### src/rtl/sha3_sched_pkg.sv
// sha3_sched_pkg: shared types and defaults for the SHA3 job scheduler.
// Revision 1.0
`default_nettype none

package sha3_sched_pkg;

    typedef enum logic [2:0] {
        ST_IDLE  = 3'd0,
        ST_ARB   = 3'd1,
        ST_CLEAR = 3'd2,
        ST_START = 3'd3,
        ST_WAIT  = 3'd4,
        ST_RESP  = 3'd5
    } state_e;

    localparam int ADDR_W_DEF = 32;
    localparam int LEN_W_DEF  = 16;
    localparam int HASH_W_DEF = 512;
    localparam int TMO_CNT_W  = 21;

endpackage

`default_nettype wire

### src/rtl/rr_pick.sv
// rr_pick: combinational round-robin picker; first set request at or after ptr_i, wrapping.
// Revision 1.0
`default_nettype none

module rr_pick #(
    parameter int N_REQ = 4,
    parameter int IDX_W = $clog2(N_REQ)
) (
    input  logic [N_REQ-1:0] req_i,
    input  logic [IDX_W-1:0] ptr_i,
    output logic [IDX_W-1:0] grant_o,
    output logic             any_o
);

    always_comb begin
        int idx;
        idx     = 0;
        grant_o = '0;
        any_o   = |req_i;
        // Walk offsets from farthest to nearest so the nearest valid request wins.
        for (int k = N_REQ - 1; k >= 0; k--) begin
            idx = int'(ptr_i) + k;
            if (idx >= N_REQ) begin
                idx = idx - N_REQ;
            end
            if (req_i[IDX_W'(idx)]) begin
                grant_o = IDX_W'(idx);
            end
        end
    end

endmodule

`default_nettype wire

### src/rtl/sha3_job_scheduler.sv
// sha3_job_scheduler: round-robin sharing of one SHA3 engine among N_REQ requesters.
// Revision 1.0
`default_nettype none

module sha3_job_scheduler
    import sha3_sched_pkg::*;
#(
    parameter int N_REQ       = 4,
    parameter int ADDR_W      = ADDR_W_DEF,
    parameter int LEN_W       = LEN_W_DEF,
    parameter int HASH_W      = HASH_W_DEF,
    parameter int TIMEOUT_CYC = 1048576
) (
    input  logic                       clk,
    input  logic                       reset,
    input  logic [N_REQ-1:0]           req_valid_i,
    input  logic [N_REQ*ADDR_W-1:0]    req_addr_i,
    input  logic [N_REQ*LEN_W-1:0]     req_len_i,
    output logic [N_REQ-1:0]           req_ready_o,
    output logic                       eng_clr_o,
    output logic                       eng_start_o,
    output logic [ADDR_W-1:0]          eng_base_addr_o,
    output logic [LEN_W-1:0]           eng_num_bytes_o,
    input  logic                       eng_out_ready_i,
    input  logic [HASH_W-1:0]          eng_hash_i,
    output logic                       rsp_valid_o,
    output logic [$clog2(N_REQ)-1:0]   rsp_id_o,
    output logic [HASH_W-1:0]          rsp_hash_o,
    output logic                       rsp_err_o,
    input  logic                       rsp_ready_i,
    output logic                       busy_o,
    output logic [15:0]                jobs_done_o
);

    localparam int ID_W = $clog2(N_REQ);

    state_e                 state_q, state_d;
    logic [ID_W-1:0]        grant_q, grant_d;
    logic [ID_W-1:0]        rr_ptr_q, rr_ptr_d;
    logic [TMO_CNT_W-1:0]   tmo_cnt_q, tmo_cnt_d;
    logic [N_REQ-1:0]       req_ready_q, req_ready_d;
    logic                   eng_clr_q, eng_clr_d;
    logic                   eng_start_q, eng_start_d;
    logic [ADDR_W-1:0]      base_q, base_d;
    logic [LEN_W-1:0]       nbytes_q, nbytes_d;
    logic                   rsp_valid_q, rsp_valid_d;
    logic [HASH_W-1:0]      rsp_hash_q, rsp_hash_d;
    logic                   rsp_err_q, rsp_err_d;
    logic                   busy_q, busy_d;
    logic [15:0]            jobs_done_q, jobs_done_d;

    logic [ID_W-1:0]        w_pick_idx;
    logic                   w_pick_any;
    logic [ADDR_W-1:0]      w_sel_addr;
    logic [LEN_W-1:0]       w_sel_len;
    logic                   w_tmo_hit;

    rr_pick #(
        .N_REQ (N_REQ),
        .IDX_W (ID_W)
    ) u_rr_pick (
        .req_i   (req_valid_i),
        .ptr_i   (rr_ptr_q),
        .grant_o (w_pick_idx),
        .any_o   (w_pick_any)
    );

    assign w_sel_addr = req_addr_i[w_pick_idx*ADDR_W +: ADDR_W];
    assign w_sel_len  = req_len_i[w_pick_idx*LEN_W +: LEN_W];
    assign w_tmo_hit  = (tmo_cnt_q == TMO_CNT_W'(TIMEOUT_CYC - 1));

    always_ff @(posedge clk) begin
        if (reset) begin
            state_q <= ST_IDLE;
        end else begin
            state_q <= state_d;
        end
    end

    always_comb begin
        state_d = state_q;
        case (state_q)
            ST_IDLE:  if (|req_valid_i) state_d = ST_ARB;
            ST_ARB: begin
                if (!w_pick_any)           state_d = ST_IDLE;
                else if (w_sel_len == '0)  state_d = ST_RESP;
                else                       state_d = ST_CLEAR;
            end
            ST_CLEAR: state_d = ST_START;
            ST_START: state_d = ST_WAIT;
            ST_WAIT:  if (eng_out_ready_i || w_tmo_hit) state_d = ST_RESP;
            ST_RESP:  if (rsp_ready_i) state_d = ST_IDLE;
            default:  state_d = ST_IDLE;
        endcase
    end

    // Next values of the output and capture registers; every port is driven from a flop.
    always_comb begin
        req_ready_d = '0;
        eng_clr_d   = 1'b0;
        eng_start_d = 1'b0;
        base_d      = base_q;
        nbytes_d    = nbytes_q;
        grant_d     = grant_q;
        rr_ptr_d    = rr_ptr_q;
        rsp_hash_d  = rsp_hash_q;
        rsp_err_d   = rsp_err_q;
        jobs_done_d = jobs_done_q;
        tmo_cnt_d   = tmo_cnt_q;
        rsp_valid_d = (state_d == ST_RESP);
        busy_d      = (state_d != ST_IDLE);
        case (state_q)
            ST_ARB: begin
                if (w_pick_any) begin
                    grant_d     = w_pick_idx;
                    req_ready_d = N_REQ'(1) << w_pick_idx;
                    base_d      = w_sel_addr;
                    nbytes_d    = w_sel_len;
                    if (w_sel_len == '0) begin
                        rsp_hash_d = '0;
                        rsp_err_d  = 1'b1;
                    end else begin
                        eng_clr_d  = 1'b1;
                    end
                end
            end
            ST_CLEAR: eng_start_d = 1'b1;
            ST_START: tmo_cnt_d   = '0;
            ST_WAIT: begin
                // A digest arriving on the expiry cycle still counts as success.
                if (eng_out_ready_i) begin
                    rsp_hash_d = eng_hash_i;
                    rsp_err_d  = 1'b0;
                end else if (w_tmo_hit) begin
                    rsp_hash_d = '0;
                    rsp_err_d  = 1'b1;
                end else if (tmo_cnt_q != '1) begin
                    tmo_cnt_d  = tmo_cnt_q + TMO_CNT_W'(1);
                end
            end
            ST_RESP: begin
                if (rsp_ready_i) begin
                    rr_ptr_d    = (grant_q == ID_W'(N_REQ - 1)) ? '0 : grant_q + ID_W'(1);
                    jobs_done_d = jobs_done_q + 16'd1;
                end
            end
            default: ;
        endcase
    end

    always_ff @(posedge clk) begin
        if (reset) begin
            grant_q     <= '0;
            rr_ptr_q    <= '0;
            tmo_cnt_q   <= '0;
            req_ready_q <= '0;
            eng_clr_q   <= 1'b0;
            eng_start_q <= 1'b0;
            base_q      <= '0;
            nbytes_q    <= '0;
            rsp_valid_q <= 1'b0;
            rsp_hash_q  <= '0;
            rsp_err_q   <= 1'b0;
            busy_q      <= 1'b0;
            jobs_done_q <= '0;
        end else begin
            grant_q     <= grant_d;
            rr_ptr_q    <= rr_ptr_d;
            tmo_cnt_q   <= tmo_cnt_d;
            req_ready_q <= req_ready_d;
            eng_clr_q   <= eng_clr_d;
            eng_start_q <= eng_start_d;
            base_q      <= base_d;
            nbytes_q    <= nbytes_d;
            rsp_valid_q <= rsp_valid_d;
            rsp_hash_q  <= rsp_hash_d;
            rsp_err_q   <= rsp_err_d;
            busy_q      <= busy_d;
            jobs_done_q <= jobs_done_d;
        end
    end

    assign req_ready_o     = req_ready_q;
    assign eng_clr_o       = eng_clr_q;
    assign eng_start_o     = eng_start_q;
    assign eng_base_addr_o = base_q;
    assign eng_num_bytes_o = nbytes_q;
    assign rsp_valid_o     = rsp_valid_q;
    assign rsp_id_o        = grant_q;
    assign rsp_hash_o      = rsp_hash_q;
    assign rsp_err_o       = rsp_err_q;
    assign busy_o          = busy_q;
    assign jobs_done_o     = jobs_done_q;

endmodule

`default_nettype wire

### config.mk
export PLATFORM = sky130hd
export DESIGN_NAME = sha3_job_scheduler
export DESIGN_NICKNAME = d
export VERILOG_FILES = /design/src/rtl/sha3_sched_pkg.sv /design/src/rtl/rr_pick.sv /design/src/rtl/sha3_job_scheduler.sv
export SDC_FILE = /design/constraint.sdc
export NUM_CORES = 1
export LEC_CHECK = 0
export CORE_AREA = 2 2 513 515
export CTS_BUF_LIST = sky130_fd_sc_hd__clkbuf_4 sky130_fd_sc_hd__clkbuf_8 sky130_fd_sc_hd__clkbuf_16
export DETAILED_ROUTE_END_ITERATION = 7
export DIE_AREA = 0 0 515 517
export PLACE_DENSITY = 0.38
export SYNTH_ARGS = -nofsm -noshare
export SYNTH_HDL_FRONTEND = slang
export SYNTH_SLANG_ARGS = --single-unit
### constraint.sdc
create_clock -name clk -period 3.78 [get_ports clk]
set_input_delay 0.378 -clock clk [delete_from_list [all_inputs] [get_ports clk]]
set_output_delay 0.378 -clock clk [all_outputs]
set_load 0.01 [all_outputs]
**After elaboration in Yosys (flattened, before gate mapping)**

Index checks and enable logic that the tools add are counted.

- Add/sub/neg operators: 10
- $lt $le $gt $ge: 8
- Equal/unequal tests: 15
- Shift-type cells: 3
- Muxes and demuxes: 43
- Bitwise operators: 2
- Reduce and logical (&&, ||, !) cells: 12

Operator list:

| cell | number |
|---|---|
| $mux W512 | 4 |
| $pmux W512 S2 | 1 |
| $shiftx A128 B8 Y32 | 1 |
| $shiftx A64 B7 Y16 | 1 |
| $mux W21 | 3 |
| $pmux W21 S2 | 1 |
| $add A21 B1 Y21 const B | 1 |
| $eq A21 B20 Y1 const B | 1 |
| $ne A21 B21 Y1 const B | 1 |
| $mux W2 | 9 |
| $pmux W3 S6 | 1 |
| $add A16 B1 Y16 const B | 1 |
| $logic_not A16 Y1 | 1 |
| $lt A2 B4 Y1 const B | 4 |
| $mux W3 | 5 |
| $mux W1 | 14 |
| $ne A2 B2 Y1 const B | 5 |
| $eq A3 B3 Y1 const B | 3 |
| $ge A3 B3 Y1 const B | 3 |
| $bmux W1 S2 | 4 |
| $reduce_and A4 Y1 | 2 |
| $sub A2 B1 Y2 const B | 4 |
| $add A2 B2 Y3 const B | 2 |
| $eq A3 B2 Y1 const B | 2 |
| other kinds (16) | 19 |

- Flip-flop bits (word level): 613
- Input bits: 712
- Output and inout port bits: 587
- Word-level logic and storage cells: 107

**Depth between registers and ports, before layout**

- Depth in word-level cells: 16
- Mapped depth: 14
- Gate-level depth less buffers: 8

**Modules after synthesis**

Synthesis repeated with hierarchy kept, for this count alone.

- Cells, all modules: 1707
- Area total of the unflattened synthesis: 20529.7 um^2

Modules (own cells, without submodules):

| module | instances | cells each | area each (um^2) | seq. area each (um^2) |
|---|---|---|---|---|
| sha3_job_scheduler | 1 | 1694 | 20452.1 | 12271.8 |
| rr_pick | 1 | 13 | 77.6 | 0.0 |

**Worst setup path after synthesis**

No wires, ideal clock.

- Kind: input -> register
- From: in req_valid_i[1]
- To: reg rsp_hash_q[411] (netlist: rsp_hash_o[411])
- Library setup time: 0.141 ns
- Arrival time: 2.776 ns
- Data required time: 3.639 ns
- Path slack: 0.863 ns
- Stages: 13
- Buffers on the path: 5
- Cell sequence: nand2b_1 > a21oi_1 > o32a_1 > buf_6 > buf_6 > mux2i_1 > mux2i_1 > or4_1 > nor4_1 > buf_4 > buf_6 > buf_6 > o221ai_2

- Longest elaborated chain between the ends: 11
- Elaborated cells between the ends (all ways): 22
- Classes of those cells: eq/ne (2); shift (1); mux (16); reduce/logical (3)

RTL lines:

| what | RTL line | source |
|---|---|---|
| start: declaration | sha3_job_scheduler.sv:16 | `input logic [N_REQ-1:0] req_valid_i,` |
| $bmux W1 S2 | rr_pick.sv:26 | `if (req_i[IDX_W'(idx)]) begin` |
| $mux W1 (not written as such) (2 in series) | rr_pick.sv:26 |  |
| $mux W2 (4 in series) | rr_pick.sv:26 |  |
| $shiftx A64 B7 Y16 | sha3_job_scheduler.sv:69 | `assign w_sel_len = req_len_i[w_pick_idx*LEN_W +: LEN_W];` |
| $logic_not A16 Y1 | sha3_job_scheduler.sv:119 | `if (w_sel_len == '0) begin` |
| $ne A2 B2 Y1 (no source line) | -- |  |
| $reduce_and A4 Y1 (no source line) (*) | -- |  |
| end signal: assignment | sha3_job_scheduler.sv:176 | `rsp_hash_q <= rsp_hash_d;` |
| end: declaration | sha3_job_scheduler.sv:47 | `logic [HASH_W-1:0] rsp_hash_q, rsp_hash_d;` |

Mark *: on every way between the ends. The rest lies on a longest branch, timed or not. The select of a mux whose other input is x is not followed.
A chain may end at the register's enable or synchronous reset.

**Worst setup path in the final report**

- From: reg rr_ptr_q[0]
- To: reg rsp_hash_q[254] (netlist: rsp_hash_o[254])

- Longest elaborated chain between the ends: 14
- Elaborated cells between the ends (all ways): 35
- Classes of those cells: add/sub (7); order compare (4); eq/ne (1); shift (1); mux (20); reduce/logical (2)

RTL lines:

| what | RTL line | source |
|---|---|---|
| start: declaration | sha3_job_scheduler.sv:39 | `logic [ID_W-1:0] rr_ptr_q, rr_ptr_d;` |
| start signal: assignment | sha3_job_scheduler.sv:168 | `rr_ptr_q <= rr_ptr_d;` |
| $add A2 B2 Y3 | rr_pick.sv:22 | `idx = int'(ptr_i) + k;` |
| $ge A3 B3 Y1 or $sub A2 B1 Y2 (tied branches) | rr_pick.sv:23, rr_pick.sv:24 |  |
| $mux W2 | rr_pick.sv:23 | `if (idx >= N_REQ) begin` |
| $bmux W1 S2 | rr_pick.sv:26 |  |
| $mux W1 (not written as such) (2 in series) | rr_pick.sv:26 |  |
| $mux W2 (3 in series) | rr_pick.sv:26 |  |
| $mux W2 (*) | rr_pick.sv:26 |  |
| $shiftx A64 B7 Y16 (*) | sha3_job_scheduler.sv:69 |  |
| $logic_not A16 Y1 (*) | sha3_job_scheduler.sv:119 |  |
| $ne A2 B2 Y1 (no source line) (*) | -- |  |
| $reduce_and A4 Y1 (no source line) (*) | -- |  |

Marks and branches as above.

==> metrics.csv <==
metric,value,unit
Setup crit start,rr_ptr_q[0],
status,finished clean,
GRT Resource Usage Total,0.156,
Worst R2R Setup Slack,0.20,ns
share of post-route cells with drive strength above 1,0.148,
final setup violation count,0,
Peak VDD IR,0.297,mV
total CTS buffers,91,
# Max-Cap Violations,0,
IO Port Bufs,1298,
Setup crit end kind,flop,
P_leak,0.0169,uW
Core Rows,188,
initial antenna violation count,102,
Mapped Cells,4168,
pin count of the biggest net entering global routing,110,
clock sinks,613,
"Seq/Total Area, Yosys",0.364,
Synth Warn #,0,
asr flop ratio synth,0,
post-synth top area cell,dfxtp_1,
Pre-Repair DR Iteration Count,5,
Fin Clk Skew,0.0241,ns
synth unique cells,46,
syn_area_per_cell,8.09,sq um
H-tree Lvls,3,
Tmin final,3.58,ns
max_slew headroom,0.324,
Die ar.,266000,sq um
Synth Flop Type,dfxtp_1,
Max Clk Rate,279,MHz
critical-path cell list,nand2b_1 > nor2b_1 > o32a_2 > buf_12 > buf_4 > mux2i_1 > mux2i_1 > or4_1 > nor4_4 > buf_6 > buf_12 > buf_12 > o221ai_2,
initial core utilization,0.129,
GPL Wtd Cong,0.893,
Die Wd,515,um
worst-margin pin slew,1.01,ns
first-pass GRT wire length,292000,um
final hold vios,0,
worst-case hold slack,0.255,ns
P&R area growth vs syn,60.2,%
largest cells by area after synthesis,"dfxtp_1, o221ai_2, nand2_1",
Worst-Skew Late Latency,0.73,ns
"flops & latches, synth",613,
FF-to-FF End,rsp_hash_o[254],
"wirelength, routed",217000,um
DR WL/cell,24.6,um
"EDFF count, synth",0,
number of global-route vias before repair,34700,
pwr dens,351,nW/um^2
syn nets,4883,
Total Power,19000,uW
pins over their slew limit,0,
CP max stage delay,0.50,ns
"Req. time, crit path",4.36,ns
"most used cell, CP",buf_12,
drt drc,0,
r2r worst-path depth,13,
startpoint types,flop,
hold_buf cts,0,
Finished Core Util,0.207,
synthesized cell area,33700,sq um
Overflow after GRT,0,
clock root buffer,clkbuf_16,
Post-DRT Antenna Nets,0,
vias per std cell,3.94,
Boundary Pins,1299,
Final #Nets,6036,
Setup crit end,rsp_hash_o[254],
unrepaired setup endpoints after global routing,yes,
Crit Path Max Fanout,33,
core area,261000,sq um
vias,34800,
class of the most critical setup path,reg -> reg,
DP Wirelength,170000,um
Max Buffers Root-to-Sink,3,
Hold Crit Class,in -> reg,
Commonest cells post-synth,"nand2_1, dfxtp_1, nor2b_1, o221ai_2, clkbuf_1",
postcts setup bufs,0,
Yosys top cell area share,0.364,
"count leader, synth",nand2_1,
CP arrival,4.16,ns
Iteration-0 DRC Markers,1808,
FF-to-FF Start,rr_ptr_q[0],
"Reg clk slew, reported paths",0.06,ns
CTS tree,done,
post-CTS resize count,0,
part of the cycle the worst path needs,0.948,
CP max stage cell,or4_1,
Die Ht,517,um
layer usage:
metal,vias to the layer above,routed length (um),track usage
li1,16500,-,-
met1,16600,84500,0.176
met2,1330,96300,0.248
met3,327,30200,0.0938
met4,20,5830,0.0381
met5,-,134,0
worst min path at each step:
stage	startpoint	endpoint	slack, ns	cells after the start
floorplan	tmo_cnt_q[20]	tmo_cnt_q[20]	0.41	2
global placement	tmo_cnt_q[20]	tmo_cnt_q[20]	0.42	2
detailed placement	tmo_cnt_q[20]	tmo_cnt_q[20]	0.42	2
CTS	eng_hash_i[173]	rsp_hash_o[173]	0.15	3
global route	eng_hash_i[72]	rsp_hash_o[72]	0.19	3
finish	eng_hash_i[48]	rsp_hash_o[48]	0.25	3
power breakdown:
part | leakage, uW | switching, uW | internal [uW] | total (uW)
logic | 0.0103 | 1780 | 1330 | 3110
registers | 0.00495 | 94.8 | 6610 | 6700
clock network | 0.00158 | 3670 | 5470 | 9140
total | 0.0169 | 5540 | 13400 | 19000
worst max-delay path, delay by kind of cell, from the launching register on:
family / cells / cell delay, ns
AND/OR/NAND/NOR: 4 / 1.15
buffers and inverters: 5 / 1.11
AO/OA/AOI/OAI: 2 / 0.34
flip-flops: 1 / 0.41
multiplexers: 2 / 0.32
layout make-up:
type | count | area (sq um)
diodes | 18 | 45.0
clock buffers | 136 | 2720
clock inverters | 29 | 395
fillers | 28800 | 207000
inverters | 8 | 30.0
multi-input cells | 3154 | 19600
flip-flops and latches | 613 | 12300
well taps | 3420 | 4280
repair buffers | 1453 | 14700
logic make-up after synthesis:
logic type,synth area share
buffers and inverters,0.0581
adders and majority gates,0.00111
muxes,0.0157
xor gates and xnor gates,0.00805
and+or+nand+nor,0.322
DFF,0.364
AOI/OAI and AO/OA,0.231
metrics by stage:
stage	setup WS [ns]	setup TNS (ns)	std cells	instance area, sq um
floorplan	0.863	0	4168	33700
global placement	-0.398	-161.54	8648	50800
detailed placement	-0.429	-175.84	8648	50800
CTS	0.0970	0	8813	54000
global route	-0.0226	-0.192	8824	54000
finish	0.195	0	8831	54000
state kept, by name (all words and copies together) (netlist names):
name             flops
rsp_id_o             2
eng_clr_o            1
eng_base_addr_o     32
state_q              3
tmo_cnt_q           21
eng_start_o          1
rr_ptr_q             2
req_ready_o          4
eng_num_bytes_o     16
rsp_hash_o         512
rsp_valid_o          1
busy_o               1
rsp_err_o            1
jobs_done_o         16
layout by cell type, fill, tap and decap left out, types with 15 or more instances in the layout:
cell type / instances
nand2_1: 1737
clkdlybuf4s50_1: 1297
dfxtp_1: 613
nor2b_1: 513
o221ai_2: 460
nand3_1: 109
buf_4: 108
clkbuf_16: 91
nor2_1: 68
a21oi_1: 59
o221ai_1: 52
mux2i_1: 44
buf_12: 43
clkbuf_4: 28
diode_2: 18
xor2_1: 17
clkbuf_8: 17
clkinv_2: 15
Power figures use the tool's default switching activity.
